File: config.mk
export PLATFORM = sky130hd
export DESIGN_NAME = bank_interleave_ctrl
export DESIGN_NICKNAME = d
export VERILOG_FILES = /design/src/rtl/bank_interleave_ctrl.sv
export SDC_FILE = /design/constraint.sdc
export NUM_CORES = 1
export LEC_CHECK = 0
export ABC_CLOCK_PERIOD_IN_PS = 3000
export CORE_ASPECT_RATIO = 1.4
export CORE_MARGIN = 2
export CORE_UTILIZATION = 44
export DETAILED_ROUTE_END_ITERATION = 10
export GPL_ROUTABILITY_DRIVEN = 0
export PLACE_DENSITY = 0.86
export SLEW_MARGIN = 20
export SYNTH_ARGS = -nofsm -noshare
export SYNTH_HDL_FRONTEND = slang
export SYNTH_SLANG_ARGS = --single-unit
export TNS_END_PERCENT = 1
File: constraint.sdc
create_clock -name clk -period 3 [get_ports clk]
set_clock_uncertainty 0.05 [all_clocks]
set_input_delay 0.45 -clock clk [delete_from_list [all_inputs] [get_ports clk]]
set_output_delay 0.45 -clock clk [all_outputs]
set_load 0.1 [all_outputs]
File: src/rtl/bank_interleave_ctrl.sv
// N-bank interleaved controller: one read port and one write port mapped onto
// single-port bank RAMs, with a one-entry write-hold buffer for same-bank conflicts.
module bank_interleave_ctrl #(
    parameter int ADDR_W    = 8,
    parameter int DATA_W    = 32,
    parameter int BANK_BITS = 1,
    parameter int CNT_W     = 16,
    localparam int NB       = 2 ** BANK_BITS,
    localparam int RW       = ADDR_W - BANK_BITS
) (
    input  logic                 clk,
    input  logic                 rst,
    input  logic                 re,
    input  logic [ADDR_W-1:0]    r_adr,
    input  logic                 we,
    input  logic [ADDR_W-1:0]    w_adr,
    input  logic [DATA_W-1:0]    w_data,
    output logic                 w_ready,
    output logic [NB-1:0]        bank_en,
    output logic [NB-1:0]        bank_we,
    output logic [NB*RW-1:0]     bank_a,
    output logic [NB*DATA_W-1:0] bank_di,
    input  logic [NB*DATA_W-1:0] bank_do,
    output logic                 rd_valid,
    output logic [DATA_W-1:0]    rd_data,
    output logic                 hold_valid,
    output logic [CNT_W-1:0]     conflict_cnt
);

    logic                 hold_valid_q, hold_valid_d;
    logic [ADDR_W-1:0]    hold_adr_q, hold_adr_d;
    logic [DATA_W-1:0]    hold_data_q, hold_data_d;
    logic [CNT_W-1:0]     cnt_q, cnt_d;
    logic                 rd_valid_q;
    logic [BANK_BITS-1:0] rd_bank_q;
    logic                 fwd_q;
    logic [DATA_W-1:0]    fwd_data_q;

    logic                 cand_v;
    logic [ADDR_W-1:0]    cand_adr;
    logic [DATA_W-1:0]    cand_data;
    logic [BANK_BITS-1:0] rbank, cbank;
    logic [RW-1:0]        rrow, crow;
    logic                 conflict;
    logic                 issue;
    logic [DATA_W-1:0]    do_lane [NB];

    // The held write always takes the candidate slot; new writes are stalled meanwhile.
    always_comb begin
        cand_v    = hold_valid_q | we;
        cand_adr  = hold_valid_q ? hold_adr_q  : w_adr;
        cand_data = hold_valid_q ? hold_data_q : w_data;
        rbank     = r_adr[BANK_BITS-1:0];
        rrow      = r_adr[ADDR_W-1:BANK_BITS];
        cbank     = cand_adr[BANK_BITS-1:0];
        crow      = cand_adr[ADDR_W-1:BANK_BITS];
        conflict  = re & cand_v & (cbank == rbank);
        issue     = cand_v & ~conflict & ~rst;
    end

    generate
        for (genvar gi = 0; gi < NB; gi++) begin : g_lane
            logic rd_hit;
            logic wr_hit;
            assign rd_hit  = re & ~rst & (rbank == BANK_BITS'(gi));
            assign wr_hit  = issue & (cbank == BANK_BITS'(gi));
            assign bank_en[gi]                = rd_hit | wr_hit;
            assign bank_we[gi]                = wr_hit;
            assign bank_a[gi*RW +: RW]        = wr_hit ? crow : rrow;
            assign bank_di[gi*DATA_W +: DATA_W] = cand_data;
            assign do_lane[gi]                = bank_do[gi*DATA_W +: DATA_W];
        end
    endgenerate

    always_comb begin
        hold_valid_d = hold_valid_q;
        hold_adr_d   = hold_adr_q;
        hold_data_d  = hold_data_q;
        cnt_d        = cnt_q;
        if (hold_valid_q) begin
            if (!conflict) begin
                hold_valid_d = 1'b0;
            end
        end else if (we && conflict) begin
            hold_valid_d = 1'b1;
            hold_adr_d   = w_adr;
            hold_data_d  = w_data;
            if (cnt_q != {CNT_W{1'b1}}) begin
                cnt_d = cnt_q + CNT_W'(1);
            end
        end
    end

    always_ff @(posedge clk) begin
        if (rst) begin
            hold_valid_q <= 1'b0;
            hold_adr_q   <= '0;
            hold_data_q  <= '0;
            cnt_q        <= '0;
            rd_valid_q   <= 1'b0;
            rd_bank_q    <= '0;
            fwd_q        <= 1'b0;
            fwd_data_q   <= '0;
        end else begin
            hold_valid_q <= hold_valid_d;
            hold_adr_q   <= hold_adr_d;
            hold_data_q  <= hold_data_d;
            cnt_q        <= cnt_d;
            rd_valid_q   <= re;
            rd_bank_q    <= rbank;
            // A read of the held address must see the held data, not stale RAM.
            fwd_q        <= re & hold_valid_q & (hold_adr_q == r_adr);
            fwd_data_q   <= hold_data_q;
        end
    end

    always_comb begin
        rd_data = '0;
        if (rd_valid_q) begin
            rd_data = fwd_q ? fwd_data_q : do_lane[rd_bank_q];
        end
    end

    assign w_ready      = ~hold_valid_q;
    assign hold_valid   = hold_valid_q;
    assign conflict_cnt = cnt_q;
    assign rd_valid     = rd_valid_q;

endmodule
==> metrics.md, run 1 <==
| Metric | Value |
|---|---|
| Largest fanout on the critical path | 9 |
| Leak Pwr | 3.471 nW |
| Post-synthesis simple-gate area fraction | 0.2314 |
| Number of port buffers | roughly 250 |
| CP Class | input port to output port |
| Status | completed |
| Max VDD drop | 0.3667 mV |
| Mux share of post-synthesis cell area | 0.1817 |
| First-pass DRT Iterations | 5 |
| Post-synth top area share | 0.3604 |
| Async SR Flop Fraction | 0 |
| Grt peak-use layer | met2 |
| Number of routed nets with antenna violations | 0 |
| TritonCTS clock tree | done |
| Hold Crit Start | hold_data_q[21] |
| Cell count after synthesis | 613 |
| H-tree levels | 3 |
| Total GRT Usage | 0.2747 |
| Hold Vio Cnt, Final | 0 |
| Power Density | 478.4 nW/µm² |
| Max_slew headroom | 0.4242 |
| Yosys warning count | 0 |
| Initial Util | 0.4507 |
| Worst Setup Start Kind | input port |
| Final Setup Violations | 0 |
| Tmin final | 2.843 ns |
| Final design utilization | 0.7883 |
| Ratio of cells with drive above 1 in the final layout | 0.2840 |
| Vias per cell | 5.363 |
| Post-DP HPWL | 13.57 mm |
| Register area share after synthesis | 0.3604 |
| Syn nets | 730 |
| WP data required | 2.50 ns |
| Tcrit/Tclk final | 0.9478 |
| Worst-Margin Slew | approximately 0.86 ns |
| Worst-case reg-to-reg path depth | 5 |
| Unique masters post-synth | 42 |
| Worst EP arrival | about 2.3 ns |
| Number of global-route vias before repair | 5,247 |
| CTS Buf Count | 9 |
| CTS root buf | clkbuf_16 |
| First-pass GRT wire length | approximately 27 mm |
| Largest family of logic cells by synthesized area | simple AND/OR/NAND/NOR gates |
| CP endpoint | bank_a[12] |
| Met1 Use GR | 0.2746 |
| Worst Setup End Kind | output port |
| Rows | 46 |
| Die Wd | 95.08 µm |
| Post-route setup TNS | 0 ns |
| DRT iter0 DRCs | between 200 and 300 |
| Global route overflow | 0 |
| Mapped cell area | 5110 µm² |
| Fin cells | 961 |
| WL/cell | 18.20 µm |
| Worst hold path type | register to register |
| Adder-cell share of the synthesized area | 0.002449 |
| Slew Limit Fails | 0 |
| Met3 usage | 0.05390 |
| Nets | 929 |
| Met2 usage | 0.5368 |
| Pwr Total | 4.276 mW |
| Flop2flop setup slack | 0.91 ns |
| Maxcap violations | 0 |
| R2R Path End | conflict_cnt[14] |
| Area leader, netlist | dfxtp_1 |
| Drt drc | 0 |
| Ports | 249 |
| RSZ-0062 raised after global routing | false |
| Placed Cells | approximately 950 |
| Synth cell count leaders | 120 x nand2_1, 92 x dfxtp_1, 54 x mux2_2 |
| Routed wire length | 17.49 mm |
| Clock-pin slew on the worst setup and hold paths | 0.07 ns |
| Initial antenna violation count | 0 |
| Synth Area in Compound Gates | 0.1156 |
| Max frequency | 351.7 MHz |
| EDFF count, synth | 0 |
| DR vias | 5,154 |
| Clk Latency, worst-skew pair | 0.33 ns |
| DIE HEIGHT | 131.5 µm |
| Pin count of the biggest net entering global routing | 65 |
| Most area-consuming cells after synthesis | dfxtp_1 36%, mux2_2 12%, nand2_1 8.8% |
| Area Growth Syn to Fin | 74.93% |
| Clock buffer depth | 2 |
| XOR/XNOR share of the synthesized area | 0.01861 |
| Post-synth top flop | dfxtp_1 |
| Yosys reg bits | ~90 |
| Critical Path Source | w_adr[0] |
| Die Area | 12,500 µm² |
| R2R Path Start | conflict_cnt[0] |
| WHS | about 0.42 ns |
| Number of buffers added for setup after CTS | 0 |
| Most frequent cell after synthesis | nand2_1 |
| Core Box Area | 11,340 µm² |
| CTS Sinks | 92 |
| Mapped Avg Cell Area | 8.336 µm² |
| N_diodes | 0 |
cell families (layout without fill, tap and decap cells):
family	count (synthesis)	in the layout
xor+xnor	10	10
simple gates	235	235
buf+inv	82	286
fa+ha+maj	1	1
mux	86	86
compound gates	107	107
flops	92	92
flip-flops by register name, summed over array words and instances, names as in the netlist:
register and flops:
rd_valid 1, conflict_cnt 16, hold_data_q 32, rd_bank_q 1, hold_adr_q 8, hold_valid 1, fwd_data_q 32, fwd_q 1
stage by stage:
step	setup WS [ns]	instance area (µm²)
after floorplan	-0.07568	5120
after CTS	0.05765	8930
after global routing	0.08770	8939
after global placement	0.05332	8577
final	0.1566	8939
after detailed placement	-0.03240	8577
power breakdown:
group	switching (mW)	total, mW	internal, mW
registers	0.0268	1.28	1.26
logic	1.05	1.69	0.639
clock network	0.480	1.30	0.825
total	1.56	4.28	2.72
layout make-up:
cell class / instances / area, µm²
tap: 144 / 180.2
multi-input combinational: 439 / 2833
fill: 675 / 2400
timing repair buffer: 264 / 3706
clock inverter: 6 / 118.9
clock buffer: 10 / 229.0
sequential: 92 / 1846
inverter: 6 / 26.28
placed cells by master (no fill, tap or decap), drive strengths merged, types with 7 or more instances in the layout:
cell type / n
buf: 150
nand2: 120
clkdlybuf4s50: 113
dfxtp: 92
mux2: 54
a21oi: 51
o21ai: 36
nor2b: 35
and2: 34
mux2i: 32
clkbuf: 10
o31ai: 8
or4: 8
xor2: 8
nand4: 7
nor2: 7
inv: 7
critical path, stage by stage:
cell             delay (ns)
clkdlybuf4s50_1        0.54
xor2_2                 0.18
o22ai_1                0.14
buf_4                  0.16
nor3_2                 0.10
buf_4                  0.22
mux2_2                 0.38
buf_12                 0.17
metal layers:
metal,part of all wire,vias up
met1,0.34,2435
met5,0,-
met4,0.033,0
li1,-,2456
met3,0.060,45
met2,0.57,218
worst min path at each step:
stage	depth (start not counted)	slack, ns	to
after global placement	2	0.40	hold_data_q[19]
after floorplan	2	0.39	hold_data_q[0]
final	2	0.42	hold_data_q[21]
after global routing	2	0.44	hold_data_q[2]
after CTS	2	0.42	hold_data_q[2]
after detailed placement	2	0.41	hold_data_q[21]
repair_timing:
item / in CTS / in global routing
hold buffers: 0 / 0
gates cloned: 0 / 0
gates resized for setup: 1 / 1
pin swaps: 0 / 0
setup endpoints to repair: 7 / 7
Power figures use the tool's default switching activity.
==> run 2: changes to the inputs <==
- CORE_MARGIN: 2 -> default
==> run 2 against run 1 <==
Utilization decreased by 0.41 points. Design area down 0.52%. Critical path depth unchanged. Highest routed layer unchanged.
==> metrics.md, run 2 (synthesis gave the netlist of run 1 again) <==
| Metric | Value |
|---|---|
| Status | completed (unchanged) |
| Maxcap violations | 0 (unchanged) |
| Ratio of cells with drive above 1 in the final layout | 0.2822 (was 0.2840) |
| Worst hold path type | input port to register (was register to register) |
| H-tree levels | 3 (unchanged) |
| Max_slew headroom | 0.3137 (was 0.4242) |
| Slew Limit Fails | 0 (unchanged) |
| Flop pwr share | 0.312 (was 0.300) |
| Tcrit/Tclk final | 0.9539 (was 0.9478) |
| Crit path cell chain | clkdlybuf4s50_1, xor2_2, o22ai_1, buf_4, nor3_2, buf_4, mux2_2, buf_12 (unchanged) |
| Max frequency | 349.4 MHz (was 351.7 MHz) |
| Clk Latency, worst-skew pair | 0.33 ns (about the same) |
| R2R Path Start | conflict_cnt[4] (was conflict_cnt[0]) |
| WL/cell | 17.70 µm (was 18.20 µm) |
| Hold Vio Cnt, Final | 0 (unchanged) |
| Global route overflow | 0 (unchanged) |
| Vias per cell | 5.374 (was 5.363) |
| Power Density | 463.1 nW/µm² (was 478.4 nW/µm²) |
| Max VDD drop | 0.3731 mV (was 0.3667 mV) |
| Hold-critical path endpoint | hold_data_q[0] (was hold_data_q[21]) |
| Clock buffer depth | 2 (unchanged) |
| Die Area | 12,050 µm² (was 12,500 µm²) |
| Worst-case reg-to-reg path depth | 4 (was 5) |
| Leak Pwr | 3.445 nW (was 3.471 nW) |
| Total GRT Usage | 0.2746 (was 0.2747) |
| CP peak stage delay | 0.53 ns (was 0.54 ns) |
| Initial antenna violation count | 1 (was 0) |
| CP max stage cell | clkdlybuf4s50_1 (unchanged) |
| Ports | 249 (unchanged) |
| Number of global-route vias before repair | 5,197 (was 5,247) |
| WP data required | 2.50 ns (about the same) |
| RSZ-0062 raised after global routing | false (unchanged) |
| Combinational share of power | 0.409 (was 0.395) |
| Number of routed nets with antenna violations | 0 (unchanged) |
| Number of port buffers | 248 (unchanged) |
| Area Growth Syn to Fin | 74.02% (was 74.93%) |
| CP Class | input port to output port (unchanged) |
| Worst Setup Start Kind | input port (unchanged) |
| Clock-pin slew on the worst setup and hold paths | 0.06 ns (was 0.07 ns) |
| R2R Path End | conflict_cnt[8] (was conflict_cnt[14]) |
| CTS root buf | clkbuf_16 (unchanged) |
| CTS Hold Bufs | 0 (unchanged) |
| Most common cell after layout, fill and taps aside | nand2_1 (unchanged) |
| DR vias | 5,159 (was 5,154) |
| Die Wd | 93.08 µm (was 95.08 µm) |
| Core Box Area | 11,340 µm² (unchanged) |
| Final Setup Violations | 0 (unchanged) |
| Pin count of the biggest net entering global routing | 65 (unchanged) |
| CP most frequent cell | buf_4 (unchanged) |
| Routed wire length | 16.99 mm (was 17.49 mm) |
| Number of buffers added for setup after CTS | 0 (unchanged) |
| Hold Path Stages | 2 (unchanged) |
| Critical Path Stages | 8 (unchanged) |
| Power share of the clock group | 0.278 (was 0.305) |
| Dpl cell area | 8574 µm² (was 8577 µm²) |
| First-pass GRT wire length | 25.69 mm (was 26.98 mm) |
| First-pass DRT Iterations | 5 (unchanged) |
| Most frequent cells in the layout | 120 x nand2_1, 116 x buf_12, 113 x clkdlybuf4s50_1 (was 120 x nand2_1, 115 x buf_12, 113 x clkdlybuf4s50_1) |
| Psw | 1.550 mW (was 1.557 mW) |
| Drt drc | 0 (unchanged) |
| CTS Sinks | 92 (unchanged) |
| P_int | 2.568 mW (was 2.719 mW) |
| Delay-heaviest family, CP | buffers and inverters (unchanged) |
| Buf+Inv Stages, Crit Path | 4 (unchanged) |
| Largest fanout on the critical path | 9 (unchanged) |
| DIE HEIGHT | 129.5 µm (was 131.5 µm) |
| Post-DP HPWL | 13.19 mm (was 13.57 mm) |
| Initial Util | 0.4507 (unchanged) |
| CTS Buf Count | 9 (unchanged) |
| Pwr Total | 4.118 mW (was 4.276 mW) |
| Worst Setup End Kind | output port (unchanged) |
| DRT iter0 DRCs | 240 (was 288) |
| Sw frac | 0.3763 (was 0.3642) |
| Tmin final | 2.862 ns (was 2.843 ns) |
| Worst EP arrival | 2.36 ns (was 2.34 ns) |
| Flop2flop setup slack | 0.85 ns (was 0.91 ns) |
| Hold Crit Start | rst (was hold_data_q[21]) |
| TritonCTS clock tree | done (unchanged) |
| Worst-Margin Slew | 1.020 ns (was 0.8625 ns) |
| Rows | 46 (unchanged) |
| Post-CTS sizing | 1 (unchanged) |
| Nets | 927 (was 929) |
| Final instance area | 8892 µm² (was 8939 µm²) |
## run 2: changes by cell type in the layout (fill, tap and decap cells not counted), sizes merged
cell	before	now
buf	150	148
diode	0	1
clkinvlp	1	2
clkinv	1	2
bufinv	3	1
## run 2: metal layers
metal / GRT usage / share of wire / up-vias / wire (µm)
met2: 0.5454 / 0.56 / 229 / 9498
met5: 0 / 0 / - / 0
met3: 0.04930 / 0.061 / 47 / 1036
met1: 0.2653 / 0.34 / 2431 / 5765
li1: - / - / 2452 / -
met4: 0.1385 / 0.040 / 0 / 688
## run 2: how the worst max path moves through the flow
| stage | from | end | slack, ns |
|---|---|---|---|
| floorplan | hold_valid | bank_a[0] | -0.08 |
| global placement | r_adr[0] | bank_a[3] | 0.04 |
| detailed placement | r_adr[0] | bank_a[1] | -0.06 |
| CTS | r_adr[0] | bank_a[8] | 0.009 |
| global route | w_adr[0] | bank_a[8] | 0.07 |
| finish | w_adr[0] | bank_a[8] | 0.14 |
## run 2: power groups by stage
stage | clock [mW] | sequential [mW] | combinational (mW)
floorplan | 0 | 1.31 | 1.02
global placement | 0 | 1.31 | 1.66
detailed placement | 0 | 1.31 | 1.68
CTS | 1.16 | 1.29 | 1.69
global route | 1.22 | 1.29 | 1.73
finish | 1.15 | 1.29 | 1.68
## run 2: final cells by class
| cell class | instances | area (µm²) |
|---|---|---|
| multi-input cells | 439 | 2826 |
| fillers | 673 | 2446 |
| well taps | 144 | 180.2 |
| inverters | 6 | 26.28 |
| clock buffers | 10 | 239.0 |
| flip-flops and latches | 92 | 1846 |
| repair buffers | 262 | 3704 |
| diodes | 1 | 2.502 |
| clock inverters | 6 | 68.82 |
## run 2: worst register-to-register path, stage by stage (launching register included)
cell	delay, ns
dfxtp_1	0.46
nand4_1	0.24
nor4_1	0.93
o311ai_0	0.23
o41ai_1	0.12
## run 2: through the flow
step           instances  setup TNS [ns]  utilization  worst slack, ns  hold slack, ns
2_1_floorplan        613         -0.7702            -         -0.07568          0.3913
3_3_place_gp         943               0       0.7562          0.04488          0.3985
3_5_place_dp         943         -0.3452       0.7562         -0.05646          0.4022
4_1_cts              959               0       0.7838         0.009106          0.3500
5_1_grt              960               0       0.7843          0.07338          0.3677
6_report             960               0       0.7843           0.1382          0.3660
==> run 3: changes to the inputs <==
- CORE_UTILIZATION: 44 -> 45
- CTS_BUF_LIST: default -> sky130_fd_sc_hd__clkbuf_4
- PLACE_DENSITY: 0.86 -> 0.88
- SLEW_MARGIN: 20 -> 0
==> run 3 against run 2 <==
Register-to-register slack got worse by 0.07 ns. Highest routed layer unchanged. Critical path type is now register to output port. Critical endpoint is now bank_a[5]. Die area shrank 2.2%. Fmax is 1.0% higher. Global-route usage increased by 2.4 points.
==> metrics.md, run 3 (synthesis gave the netlist of run 1 again) <==
| Metric | Value |
|---|---|
| Post-DP HPWL | 13.97 mm (was 13.19 mm) |
| Max_slew headroom | 0.2523 (was 0.3137) |
| Global route overflow | 0 (unchanged) |
| First-pass GRT wire length | 27.57 mm (was 25.69 mm) |
| DR vias | 5,204 (was 5,159) |
| CP max stage cell | buf_4 (was clkdlybuf4s50_1) |
| Worst EP arrival | 2.33 ns (was 2.36 ns) |
| Tcrit/Tclk final | 0.9442 (was 0.9539) |
| Flop pwr share | 0.356 (was 0.312) |
| Most common cell after layout, fill and taps aside | nand2_1 (unchanged) |
| Sw frac | 0.4259 (was 0.3763) |
| P_int | 2.070 mW (was 2.568 mW) |
| Crit path cell chain | buf_4, mux2_2, mux2_2, buf_12 (was clkdlybuf4s50_1, xor2_2, o22ai_1, buf_4, nor3_2, buf_4, mux2_2, buf_12) |
| Number of port buffers | 248 (unchanged) |
| WHS | 0.1699 ns (was 0.3660 ns) |
| Hold Vio Cnt, Final | 0 (unchanged) |
| Final Setup Violations | 0 (unchanged) |
| Pin count of the biggest net entering global routing | 65 (unchanged) |
| Area Growth Syn to Fin | 69.83% (was 74.02%) |
| Slew Limit Fails | 0 (unchanged) |
| Highest metal used | met4 (unchanged) |
| Die Area | 11,790 µm² (was 12,050 µm²) |
| DRT iter0 DRCs | 223 (was 240) |
| Clock-pin slew on the worst setup and hold paths | 0.15 ns (was 0.06 ns) |
| Total GRT Usage | 0.2982 (was 0.2746) |
| Ratio of cells with drive above 1 in the final layout | 0.2789 (was 0.2822) |
| Leak Pwr | 3.354 nW (was 3.445 nW) |
| Max VDD drop | 0.2963 mV (was 0.3731 mV) |
| Flop2flop setup slack | 0.78 ns (was 0.85 ns) |
| Clk Latency, worst-skew pair | 0.47 ns (was 0.33 ns) |
| Routed wire length | 17.81 mm (was 16.99 mm) |
| WL/cell | 18.62 µm (was 17.70 µm) |
| Ports | 249 (unchanged) |
| Wire length on met2 | 9.851 mm (was 9.498 mm) |
| CP most frequent cell | mux2_2 (was buf_4) |
| DIE HEIGHT | 128.1 µm (was 129.5 µm) |
| Power share of the clock group | 0.175 (was 0.278) |
| Rows | 45 (was 46) |
| CP peak stage delay | 0.50 ns (was 0.53 ns) |
| Nets | 926 (was 927) |
| Delay-heaviest family, CP | multiplexers (was buffers and inverters) |
| Most frequent cells in the layout | 120 x nand2_1, 115 x buf_12, 113 x clkdlybuf4s50_1 (was 120 x nand2_1, 116 x buf_12, 113 x clkdlybuf4s50_1) |
| Initial Util | 0.4678 (was 0.4507) |
| TritonCTS clock tree | done (unchanged) |
| Status | completed (unchanged) |
| Tmin final | 2.833 ns (was 2.862 ns) |
| M1 WL | 6.184 mm (was 5.765 mm) |
| Worst hold path type | input port to register (unchanged) |
| Vias per cell | 5.444 (was 5.374) |
| First-pass DRT Iterations | 4 (was 5) |
| H-tree levels | 3 (unchanged) |
| Worst Setup Start Kind | register (was input port) |
| Initial antenna violation count | 1 (unchanged) |
| Max frequency | 353.0 MHz (was 349.4 MHz) |
| CTS Hold Bufs | 0 (unchanged) |
| Number of routed nets with antenna violations | 0 (unchanged) |
| Largest fanout on the critical path | 39 (was 9) |
| CP Class | register to output port (was input port to output port) |
| RSZ-0062 raised after global routing | false (unchanged) |
| Drt drc | 0 (unchanged) |
| Worst Setup End Kind | output port (unchanged) |
| Psw | 1.536 mW (was 1.550 mW) |
| CTS root buf | clkbuf_4 (was clkbuf_16) |
| Post-route setup TNS | 0 ns (unchanged) |
| CTS Buf Count | 9 (unchanged) |
| Met3 routed WL | 1.068 mm (was 1.036 mm) |
| Die Wd | 92.06 µm (was 93.08 µm) |
| Power Density | 415.5 nW/µm² (was 463.1 nW/µm²) |
| Combinational share of power | 0.469 (was 0.409) |
| Clock buffer depth | 2 (unchanged) |
| CTS Sinks | 92 (unchanged) |
| Maxcap violations | 0 (unchanged) |
| Worst-Margin Slew | 1.111 ns (was 1.020 ns) |
| Buf+Inv Stages, Crit Path | 2 (was 4) |
| Core Box Area | 10,920 µm² (was 11,340 µm²) |
| WP data required | 2.50 ns (about the same) |
| Number of global-route vias before repair | 5,294 (was 5,197) |
==> run 3: changes by cell type in the layout (fill, tap and decap cells not counted), sizes merged <==
cell,before,now
buf,148,147
clkbuf,10,9
clkinv,2,4
inv,7,8
clkinvlp,2,1
bufinv,1,0
==> run 3: routing by layer <==
layer / track usage / vias to the layer above
li1: - / 2449
met1: 0.2985 / 2477
met2: 0.5812 / 230
met3: 0.05457 / 48
met4: 0.1452 / 0
met5: 0 / -
==> run 3: timing repair <==
item | CTS | global route
endpoints found under the setup margin | 7 | 7
cloned | 0 | 0
gates resized for setup | 1 | 1
setup buffers | 0 | 0
hold endpoints to repair | 0 | 0
==> run 3: final timing paths <==
path / start / end / cells past startpoint
worst max register to register: conflict_cnt[4] / conflict_cnt[8] / 4
worst min-delay path: rst / hold_adr_q[7] / 2
worst min register to register: hold_data_q[21] / fwd_data_q[21] / 1
worst max-delay path: hold_valid / bank_a[5] / 4
==> run 3: cell type report <==
class	count	area [µm²]
timing repair buffer	261	3684
multi-input combinational	439	2826
fill	647	2245
sequential	92	1846
tap	141	176.4
clock buffer	9	67.56
clock inverter	7	50.05
inverter	6	26.28
antenna	1	2.502
==> run 3: power by group through the flow <==
stage	combinational, mW	sequential [mW]	clock, mW
after CTS	1.70	1.28	0.633
after floorplan	1.02	1.31	0
after global placement	1.66	1.31	0
after global routing	1.74	1.29	0.686
after detailed placement	1.69	1.31	0
final	1.69	1.28	0.630
==> run 3: stage by stage <==
stage | instance area (µm²) | power (mW) | std cells | util | worst slack, ns
2_1_floorplan | 5120 | 2.333 | 613 | - | -0.07568
3_3_place_gp | 8551 | 2.969 | 939 | 0.7828 | 0.05033
5_1_grt | 8678 | 3.708 | 956 | 0.7945 | 0.07326
4_1_cts | 8673 | 3.612 | 955 | 0.7940 | 0.02149
6_report | 8678 | 3.606 | 956 | 0.7945 | 0.1674
3_5_place_dp | 8551 | 3.001 | 939 | 0.7828 | -0.09551
==> run 3: worst register-to-register path, delay by kind of cell, from the launching register on <==
family | cells | cell delay, ns
AOI/OAI and AO/OA | 2 | 0.37
DFF | 1 | 0.47
and+or+nand+nor | 2 | 1.25
